<file path="src/rtl/counter60_pkg.sv">
// Shared constants for the mod-60 display path: segment codes, digit codes,
// FSM state encoding and the default largest legal counter value.
package counter60_pkg;

   // 4-bit digit code: 0..9 decimal, 4'hE dash, 4'hF blank
   typedef logic [3:0] digit_t;

   localparam digit_t DIG_DASH  = 4'hE;
   localparam digit_t DIG_BLANK = 4'hF;

   // active-low segments {g,f,e,d,c,b,a}
   localparam logic [6:0] SEG_0     = 7'h40;
   localparam logic [6:0] SEG_1     = 7'h79;
   localparam logic [6:0] SEG_2     = 7'h24;
   localparam logic [6:0] SEG_3     = 7'h30;
   localparam logic [6:0] SEG_4     = 7'h19;
   localparam logic [6:0] SEG_5     = 7'h12;
   localparam logic [6:0] SEG_6     = 7'h02;
   localparam logic [6:0] SEG_7     = 7'h78;
   localparam logic [6:0] SEG_8     = 7'h00;
   localparam logic [6:0] SEG_9     = 7'h10;
   localparam logic [6:0] SEG_DASH  = 7'h3F;
   localparam logic [6:0] SEG_BLANK = 7'h7F;

   localparam int MAX_VAL_DEF = 59;

   typedef enum logic {IDLE = 1'b0, CONV = 1'b1} state_t;

endpackage

</file>
<file path="src/rtl/seg7_decode.sv">
// Digit code to active-low 7-segment pattern; unused codes show blank.
module seg7_decode
   import counter60_pkg::*;
(
   input  digit_t     code,
   output logic [6:0] seg
);

   // pure lookup, no state
   always_comb begin
      seg = SEG_BLANK;
      case (code)
         4'd0:     seg = SEG_0;
         4'd1:     seg = SEG_1;
         4'd2:     seg = SEG_2;
         4'd3:     seg = SEG_3;
         4'd4:     seg = SEG_4;
         4'd5:     seg = SEG_5;
         4'd6:     seg = SEG_6;
         4'd7:     seg = SEG_7;
         4'd8:     seg = SEG_8;
         4'd9:     seg = SEG_9;
         DIG_DASH: seg = SEG_DASH;
         default:  seg = SEG_BLANK;
      endcase
   end

endmodule

</file>
<file path="src/rtl/counter60_display.sv">
// Two-digit multiplexed 7-segment driver for the mod-60 counter.
// Binary value -> BCD by repeated subtract-by-10; one-entry pending slot
// absorbs writes arriving during a conversion (last write wins).
// Optional macro LEADING_ZERO_BLANK_EN: blank the tens digit when it is 0.
module counter60_display
   import counter60_pkg::*;
#(
   parameter int SCAN_DIV = 50000,
   parameter int MAX_VAL  = MAX_VAL_DEF
)(
   input  logic       clk,
   input  logic       rst,
   input  logic [5:0] val_in,
   input  logic       val_we,
   input  logic       carry_in,
   output logic [6:0] seg,
   output logic       dp,
   output logic [1:0] an,
   output logic       busy,
   output logic       val_err
);

   localparam int         SW    = (SCAN_DIV > 1) ? $clog2(SCAN_DIV) : 1;
   localparam logic [5:0] MAX6  = 6'(MAX_VAL);
   localparam logic [SW-1:0] SCAN_LAST = SW'(SCAN_DIV - 1);

   state_t      state, state_nxt;
   logic [5:0]  work;
   logic [2:0]  tcnt;
   digit_t      tens, ones;
   logic        pend_vld;
   logic [5:0]  pend_val;

   logic        done, ld_req, ld_ok;
   logic [5:0]  ld_val;

   logic [SW-1:0] scan_cnt;
   logic          sel;
   logic [2:0]    carry_s;
   logic          dp_state, rise, dp_nxt;
   digit_t        tens_code, dig_sel;
   logic [6:0]    seg_dec;

   // conversion finishes when the remainder is a single digit; a new value is
   // taken either from a write in IDLE or, at commit, from this cycle's write
   // or the pending slot (a same-cycle write is the newest, so it wins)
   always_comb begin
      done   = (state == CONV) && (work < 6'd10);
      ld_req = 1'b0;
      ld_val = val_in;
      if (state == IDLE) begin
         ld_req = val_we;
      end else if (done) begin
         ld_req = val_we | pend_vld;
         ld_val = val_we ? val_in : pend_val;
      end
      ld_ok  = (ld_val <= MAX6);
   end

   // state register
   always_ff @(posedge clk or negedge rst) begin
      if (!rst) state <= IDLE;
      else      state <= state_nxt;
   end

   // next state: an out-of-range load never starts a conversion
   always_comb begin
      state_nxt = state;
      case (state)
         IDLE: if (ld_req && ld_ok) state_nxt = CONV;
         CONV: if (done)            state_nxt = (ld_req && ld_ok) ? CONV : IDLE;
         default:                   state_nxt = IDLE;
      endcase
   end

   // FSM outputs
   always_comb begin
      busy = (state == CONV);
   end

   // conversion datapath, pending slot and sticky error; a load on the commit
   // edge is applied after the commit so dashes override committed digits
   always_ff @(posedge clk or negedge rst) begin
      if (!rst) begin
         work     <= '0;
         tcnt     <= '0;
         tens     <= 4'd0;
         ones     <= 4'd0;
         pend_vld <= 1'b0;
         pend_val <= '0;
         val_err  <= 1'b0;
      end else begin
         if (state == CONV) begin
            if (!done) begin
               work <= work - 6'd10;
               tcnt <= tcnt + 3'd1;
               if (val_we) begin
                  pend_vld <= 1'b1;
                  pend_val <= val_in;
               end
            end else begin
               tens     <= {1'b0, tcnt};
               ones     <= work[3:0];
               pend_vld <= 1'b0;
            end
         end
         if (ld_req) begin
            if (ld_ok) begin
               work <= ld_val;
               tcnt <= '0;
            end else begin
               val_err <= 1'b1;
               tens    <= DIG_DASH;
               ones    <= DIG_DASH;
            end
         end
      end
   end

   // digit scan: sel flips each time the slot counter wraps
   always_ff @(posedge clk or negedge rst) begin
      if (!rst) begin
         scan_cnt <= '0;
         sel      <= 1'b0;
      end else if (scan_cnt == SCAN_LAST) begin
         scan_cnt <= '0;
         sel      <= ~sel;
      end else begin
         scan_cnt <= scan_cnt + 1'b1;
      end
   end

   // carry synchronizer plus edge history; dp_state flips on each rising edge
   always_ff @(posedge clk or negedge rst) begin
      if (!rst) begin
         carry_s  <= '0;
         dp_state <= 1'b0;
      end else begin
         carry_s  <= {carry_s[1:0], carry_in};
         dp_state <= dp_nxt;
      end
   end

   assign rise   = carry_s[1] & ~carry_s[2];
   assign dp_nxt = dp_state ^ rise;

`ifdef LEADING_ZERO_BLANK_EN
   assign tens_code = (tens == 4'd0) ? DIG_BLANK : tens;
`else
   assign tens_code = tens;
`endif

   assign dig_sel = sel ? tens_code : ones;

   seg7_decode u_dec (
      .code (dig_sel),
      .seg  (seg_dec)
   );

   // registered pin drivers; dp takes the post-toggle value so it moves on the
   // same edge as dp_state
   always_ff @(posedge clk or negedge rst) begin
      if (!rst) begin
         seg <= SEG_BLANK;
         an  <= 2'b11;
         dp  <= 1'b1;
      end else begin
         seg <= seg_dec;
         an  <= sel ? 2'b01 : 2'b10;
         dp  <= ~dp_nxt;
      end
   end

endmodule

</file>
<file path="config.mk">
export PLATFORM = sky130hd
export DESIGN_NAME = counter60_display
export DESIGN_NICKNAME = d
export VERILOG_FILES = /design/src/rtl/counter60_pkg.sv /design/src/rtl/seg7_decode.sv /design/src/rtl/counter60_display.sv
export SDC_FILE = /design/constraint.sdc
export NUM_CORES = 1
export LEC_CHECK = 0
export CELL_PAD_IN_SITES_DETAIL_PLACEMENT = 1
export CELL_PAD_IN_SITES_GLOBAL_PLACEMENT = 1
export CORE_AREA = 10 10 93 95
export DETAILED_ROUTE_END_ITERATION = 8
export DIE_AREA = 0 0 103 105
export PLACE_DENSITY = 0.79
export SETUP_SLACK_MARGIN = 0.5
export SLEW_MARGIN = 0
export SYNTH_ARGS = -nofsm -noshare
export SYNTH_HDL_FRONTEND = slang
export SYNTH_SLANG_ARGS = --single-unit
</file>
<file path="constraint.sdc">
create_clock -name clk -period 2 [get_ports clk]
set_clock_uncertainty 0.15 [all_clocks]
set_input_delay 0.4 -clock clk [delete_from_list [all_inputs] [get_ports clk]]
set_output_delay 0.4 -clock clk [all_outputs]
set_load 0.02 [all_outputs]
</file>
==> run metrics, run 1 <==
commonest non-fill, non-tap cell in the layout=buf_4; Port Buffers=21; crit path from=work[5]; crit path DAT=2.16 ns; GRT Total Usage=15.2%; layout cell share with drive strength beyond 1=59.3%; leakage=1.99 nW; residual DRC count=0; max-cap violations=0; Worst Setup Start Kind=flop; Antenna Nets Post-Route=0; Least-Margin Pin Slew=0.338 ns; Synth-to-Final Area Change=66.8%; commonest non-fill, non-tap cells in the layout=buf_4 (45), dfrtp_1 (37), buf_6 (33), nand2_1 (23), nor2_4 (13); First-pass DRT Iterations=4; worst-path fanout max=5; nets@finish=362; Detailed Route WL=9.20 mm; Synth cell types=51; Async S/R FF share, synth=100%; Die ar.=10800 um^2; # rows=30; Reg clk slew, reported paths=0.07 ns; max-slew violations=0; Clk Tree Root Cell=clkbuf_8; wire per inst=21.4 um; Most used DFF post-synth=dfrtp_1; final period utilization=104%; antenna violations before repair=0; Die X=103 um; total gr overflow=0; Via density=5.34; RSZ-0062 raised after global routing=yes; largest net degree at the start of global routing=58; worst skew pair latency=0.35 ns; worst hold margin=0.214 ns; fmax=481 MHz; failing checks=setup timing; CTS buffer count=9; io pins=22; critical path class=reg2reg; Detailed Place HPWL=4.60 mm; Syn Nets=263; # setup viols final=14; final instance area=4530 um^2; Ys Warns=0; Synth Cell Area=2720 um^2; reg2reg start=work[5]; Worst EP required=2.08 ns; number of global-route vias before repair=2454; Starting Density=40.2%; DR iter-0 viols=59; antenna cells=0; Hold Vio Cnt, Final=0; status=complete, but fails checks; Clock Sink Count=57; global-route wire length before repair=12.9 mm; power per cell area=1550 nW/um^2; GPL Wtd Cong=0.811; Tmin final=2.08 ns; CTS tree=built; Seq/Total Area, Yosys=52.9%; Post-synth EDFFs=0; worst ir drop on vdd=0.816 mV; Hold Path Origin=carry_s[0]; CTS Buffer Depth=2; placed instance area=3310 um^2; DR vias=2289; core footprint=6760 um^2; Post-Synthesis Cells=245; final worst slack=-0.0800 ns; Die Y=105 um; Yosys reg bits=57; H-tree Lvls=3; syn avg cell area=11.1 um^2; Pwr Total=7.03 mW; CP endpoint kind=flop; worst hold path class=reg2reg; Slew headroom=77.3%
routing by layer:
layer	vias up	wire (um)	track usage (%)
met4	0	138	4.37
met3	11	271	4.55
met2	35	4950	26.5
li1	1059	-	-
met1	1184	3840	17.4
met5	-	0	0
state kept, by name (all words and copies together), names as in the netlist, 2 cells and up:
name,count
tens,4
scan_cnt,16
seg,7
work,6
tcnt,3
pend_val,6
an,2
carry_s,3
ones,4
power by group:
| group | leakage [nW] | internal (mW) | switching (mW) |
|---|---|---|---|
| Sequential | 0.678 | 1.59 | 0.381 |
| Clock | 0.129 | 0.930 | 0.512 |
| Combinational | 1.18 | 1.82 | 1.80 |
through the flow:
stage | setup slack (ns) | setup TNS [ns] | util, % | instances
floorplan | -0.125 | -0.187 | - | 245
global placement | -0.186 | -1.67 | 49.0 | 364
detailed placement | -0.245 | -2.44 | 49.0 | 364
CTS | -0.0420 | -0.0995 | 60.0 | 402
global route | -0.131 | -1.77 | 67.1 | 429
finish | -0.0800 | -0.616 | 67.1 | 429
timing repair:
action / CTS / global route
gates resized for setup: 140 / 59
pin swaps: 24 / 25
cloned: 1 / 1
hold buffers: 1 / 0
endpoints found under the hold margin: 47 / 0
setup endpoints to repair: 58 / 60
setup buffers: 20 / 26
worst max-delay path: stages, from the launching register on:
cell and delay [ns]:
dfrtp_2 0.46, or3b_4 0.44, nor3_4 0.19, buf_6 0.15, mux2_4 0.30, mux2_4 0.27
synth_stat cells, types with 4 or more instances:
| cell | count | area share, % |
|---|---|---|
| inv_1 | 8 | 1.1 |
| o21ai_0 | 4 | 0.74 |
| dfstp_2 | 10 | 9.7 |
| dfrtp_1 | 47 | 43 |
| mux2i_1 | 11 | 4.0 |
| and3_1 | 5 | 1.2 |
| nand2b_1 | 4 | 0.92 |
| mux2_2 | 8 | 3.3 |
| xor2_1 | 7 | 2.3 |
| ha_1 | 8 | 3.7 |
| nand2_1 | 29 | 4.0 |
| nor2_1 | 23 | 3.2 |
| a21oi_1 | 10 | 1.8 |
| nand4_1 | 4 | 0.92 |
| xnor2_1 | 9 | 2.9 |
| nand3_1 | 10 | 1.8 |
| nor3_1 | 5 | 0.92 |
cell type report:
class	count	area, um^2
fillers	655	2220
well taps	80	100
clock buffers	12	165
flip-flops and latches	57	1450
repair buffers	92	892
inverters	8	35.0
multi-input cells	176	1790
clock inverters	4	97.6
worst paths after layout:
path | endpoint | slack, ns | depth (start not counted)
hold reg to reg | carry_s[1] | 0.21 | 0
max in group asynchronous | an[0] | 0.95 | 3
setup / recovery | work[0] | -0.08 | 5
setup reg to reg | work[0] | -0.08 | 5
hold / removal | carry_s[1] | 0.21 | 0
min in group asynchronous | scan_cnt[2] | 0.46 | 3
logic make-up after synthesis:
logic type               after synthesis  share of synthesized area, %
AND/OR/NAND/NOR                       93                          17.0
flip-flops                            57                          52.9
AO/OA/AOI/OAI                         38                          10.9
multiplexers                          20                          7.92
XOR/XNOR                              16                          5.15
buffers and inverters                 13                          2.39
adder cells (fa/ha/maj)                8                          3.68
Power figures use the tool's default switching activity.
==> run 2, diff against run 1 <==
Settings changed: CORE_AREA 10 10 93 95 to 10 10 91 93, CTS_BUF_LIST set to sky130_fd_sc_hd__clkbuf_2 sky130_fd_sc_hd__clkbuf_4 sky130_fd_sc_hd__clkbuf_8, DIE_AREA 0 0 103 105 to 0 0 101 103, PLACE_DENSITY 0.79 to 0.82.
==> run metrics, run 2 (synthesized netlist as in run 1, its figures left out) <==
final period utilization=105% (+1.4 points); dpl ws=-0.302 ns (-0.0574 ns); worst hold path class=reg2reg; commonest non-fill, non-tap cells in the layout=buf_4 (46), dfrtp_1 (38), buf_6 (32), nand2_1 (23), nor2_4 (13); layout cell share with drive strength beyond 1=60.9% (+1.5 points); Starting Density=41.4% (+1.1 points); Worst EP required=2.08 ns (about the same); Top Layer Used=met4; Worst R2R Path Depth=6 (+1); met3 WL=376 um (+39%); Synth-to-Final Area Change=64.7%; DR iter-0 viols=81 (+37%); final core occ=68.2% (+1.1 points); reg2reg start=work[2]; commonest non-fill, non-tap cell in the layout=buf_4; total gr overflow=0 (unchanged); critical path class=reg2reg; fill count=624 (-4.7%); H-tree Lvls=3 (unchanged); CTS Buffer Depth=2 (unchanged); power per cell area=1570 nW/um^2 (+1.5%); GPL Wtd Cong=0.835 (+2.9%); Critical R2R Capture=work[1]; final worst slack=-0.109 ns (-0.0289 ns); M1 WL=3.82 mm (-0.55%); wire per inst=22.0 um (+2.7%); residual DRC count=0 (unchanged); Antenna Nets Post-Route=0 (unchanged); Worst Setup Start Kind=flop; # rows=30 (unchanged); GRT Total Usage=16.3% (+1.1 points); Clock Sink Count=57 (unchanged); Slew headroom=77.5% (+0.22 points); biggest regs=scan_cnt x16, seg x7; max-cap violations=0 (unchanged); global-route wire length before repair=13.2 mm (+1.9%); antenna violations before repair=0 (unchanged); Clk Tree Root Cell=clkbuf_8; First-pass DRT Iterations=5 (+1); Hold Vio Cnt, Final=0 (unchanged); worst skew pair latency=0.34 ns (about the same); Detailed Route WL=9.47 mm (+2.9%); Die Y=103 um (-1.9%); nets@finish=363 (+0.28%); # setup viols final=5 (-9); Reg clk slew, reported paths=0.07 ns (about the same); Port Buffers=21 (unchanged); CTS tree=built; io pins=22 (unchanged); met2 routed WL=5.01 mm (+1.3%); WHS Endpoint=carry_s[1]; failing checks=setup timing; Tmin final=2.11 ns (+0.0289 ns); CTS buffer count=9 (unchanged); core footprint=6570 um^2 (-2.8%); leakage=1.95 nW (-2.0%); Die X=101 um (-1.9%); antenna cells=0 (unchanged); worst-path fanout max=4 (-1); DR vias=2379 (+3.9%); worst ir drop on vdd=0.915 mV (+12%); RSZ-0062 raised after global routing=yes; fmax=474 MHz (-1.4%); Hold Path Origin=carry_s[0]; CP endpoint kind=flop; number of global-route vias before repair=2492 (+1.5%); Detailed Place HPWL=4.41 mm (-4.3%); max-slew violations=0 (unchanged); Biggest register=scan_cnt; crit path DAT=2.19 ns (+0.03 ns); Reg2Reg Setup Slack=-0.11 ns (-0.03 ns); status=complete, but fails checks; max reg flops=16 (unchanged); largest net degree at the start of global routing=58 (unchanged); Least-Margin Pin Slew=0.336 ns (-0.00157 ns); Via density=5.53 (+3.7%); hold-critical path depth=0 (unchanged); Die ar.=10400 um^2 (-3.8%)
==> run 2: repair_timing <==
item | 4_1_cts | 5_1_grt
hold buffers | 1 | 0
cloned | 1 | 0
endpoints found under the setup margin | 57 | 59
resized for setup | 130 | 66
pin swaps | 23 | 21
buffers inserted | 25 | 22
endpoints found under the hold margin | 47 | 0
==> run 2: report_power, final <==
part           internal [mW]  leakage (nW)  switching, mW
sequential              1.59         0.677          0.379
combinational           1.88          1.15           1.84
clock                  0.874         0.123          0.489
total                   4.34          1.95           2.71
==> run 2: stage by stage <==
stage                     cell area [um^2]  cells  TNS [ns]  hold slack, ns  power [mW]
after floorplan                       2860    245    -0.187         -0.0456        3.39
after global placement                3310    365     -1.72           0.186        4.10
after detailed placement              3310    365     -3.42           0.189        4.24
after CTS                             4020    408   -0.0687           0.204        6.11
after global routing                  4480    430    -0.589           0.221        7.41
final                                 4480    430    -0.320           0.219        7.04
==> run 2: worst max path at each step <==
stage          startpoint      end  depth (start not counted)
5_1_grt           work[5]  work[1]                          5
4_1_cts           work[5]  work[0]                          5
6_report          work[2]  work[1]                          6
3_5_place_dp       val_we  work[0]                          5
3_3_place_gp       val_we  work[0]                          5
2_1_floorplan        busy  work[0]                          5
==> run 2: per-layer routing <==
metal	vias up	track usage (%)
met2	58	28.9
met1	1226	18.5
li1	1068	-
met5	-	0
met4	0	6.00
met3	27	3.95
==> run 2: cell type report <==
cell class | instances | area, um^2 | area share [%]
Clock buffer | 11 | 145 | 3.24
Clock inverter | 5 | 103 | 2.29
Inverter | 8 | 32.5 | 0.726
Multi-Input combinational cell | 176 | 1770 | 39.5
Sequential cell | 57 | 1450 | 32.4
Tap cell | 80 | 100 | 2.24
Timing Repair Buffer | 93 | 881 | 19.7
==> run 2: critical path, cell delays in order (launching register included) <==
cell      delay, ns
dfrtp_2        0.46
o21ai_4        0.28
nand4b_1       0.19
o211a_4        0.29
buf_6          0.13
buf_12         0.12
a311o_2        0.37
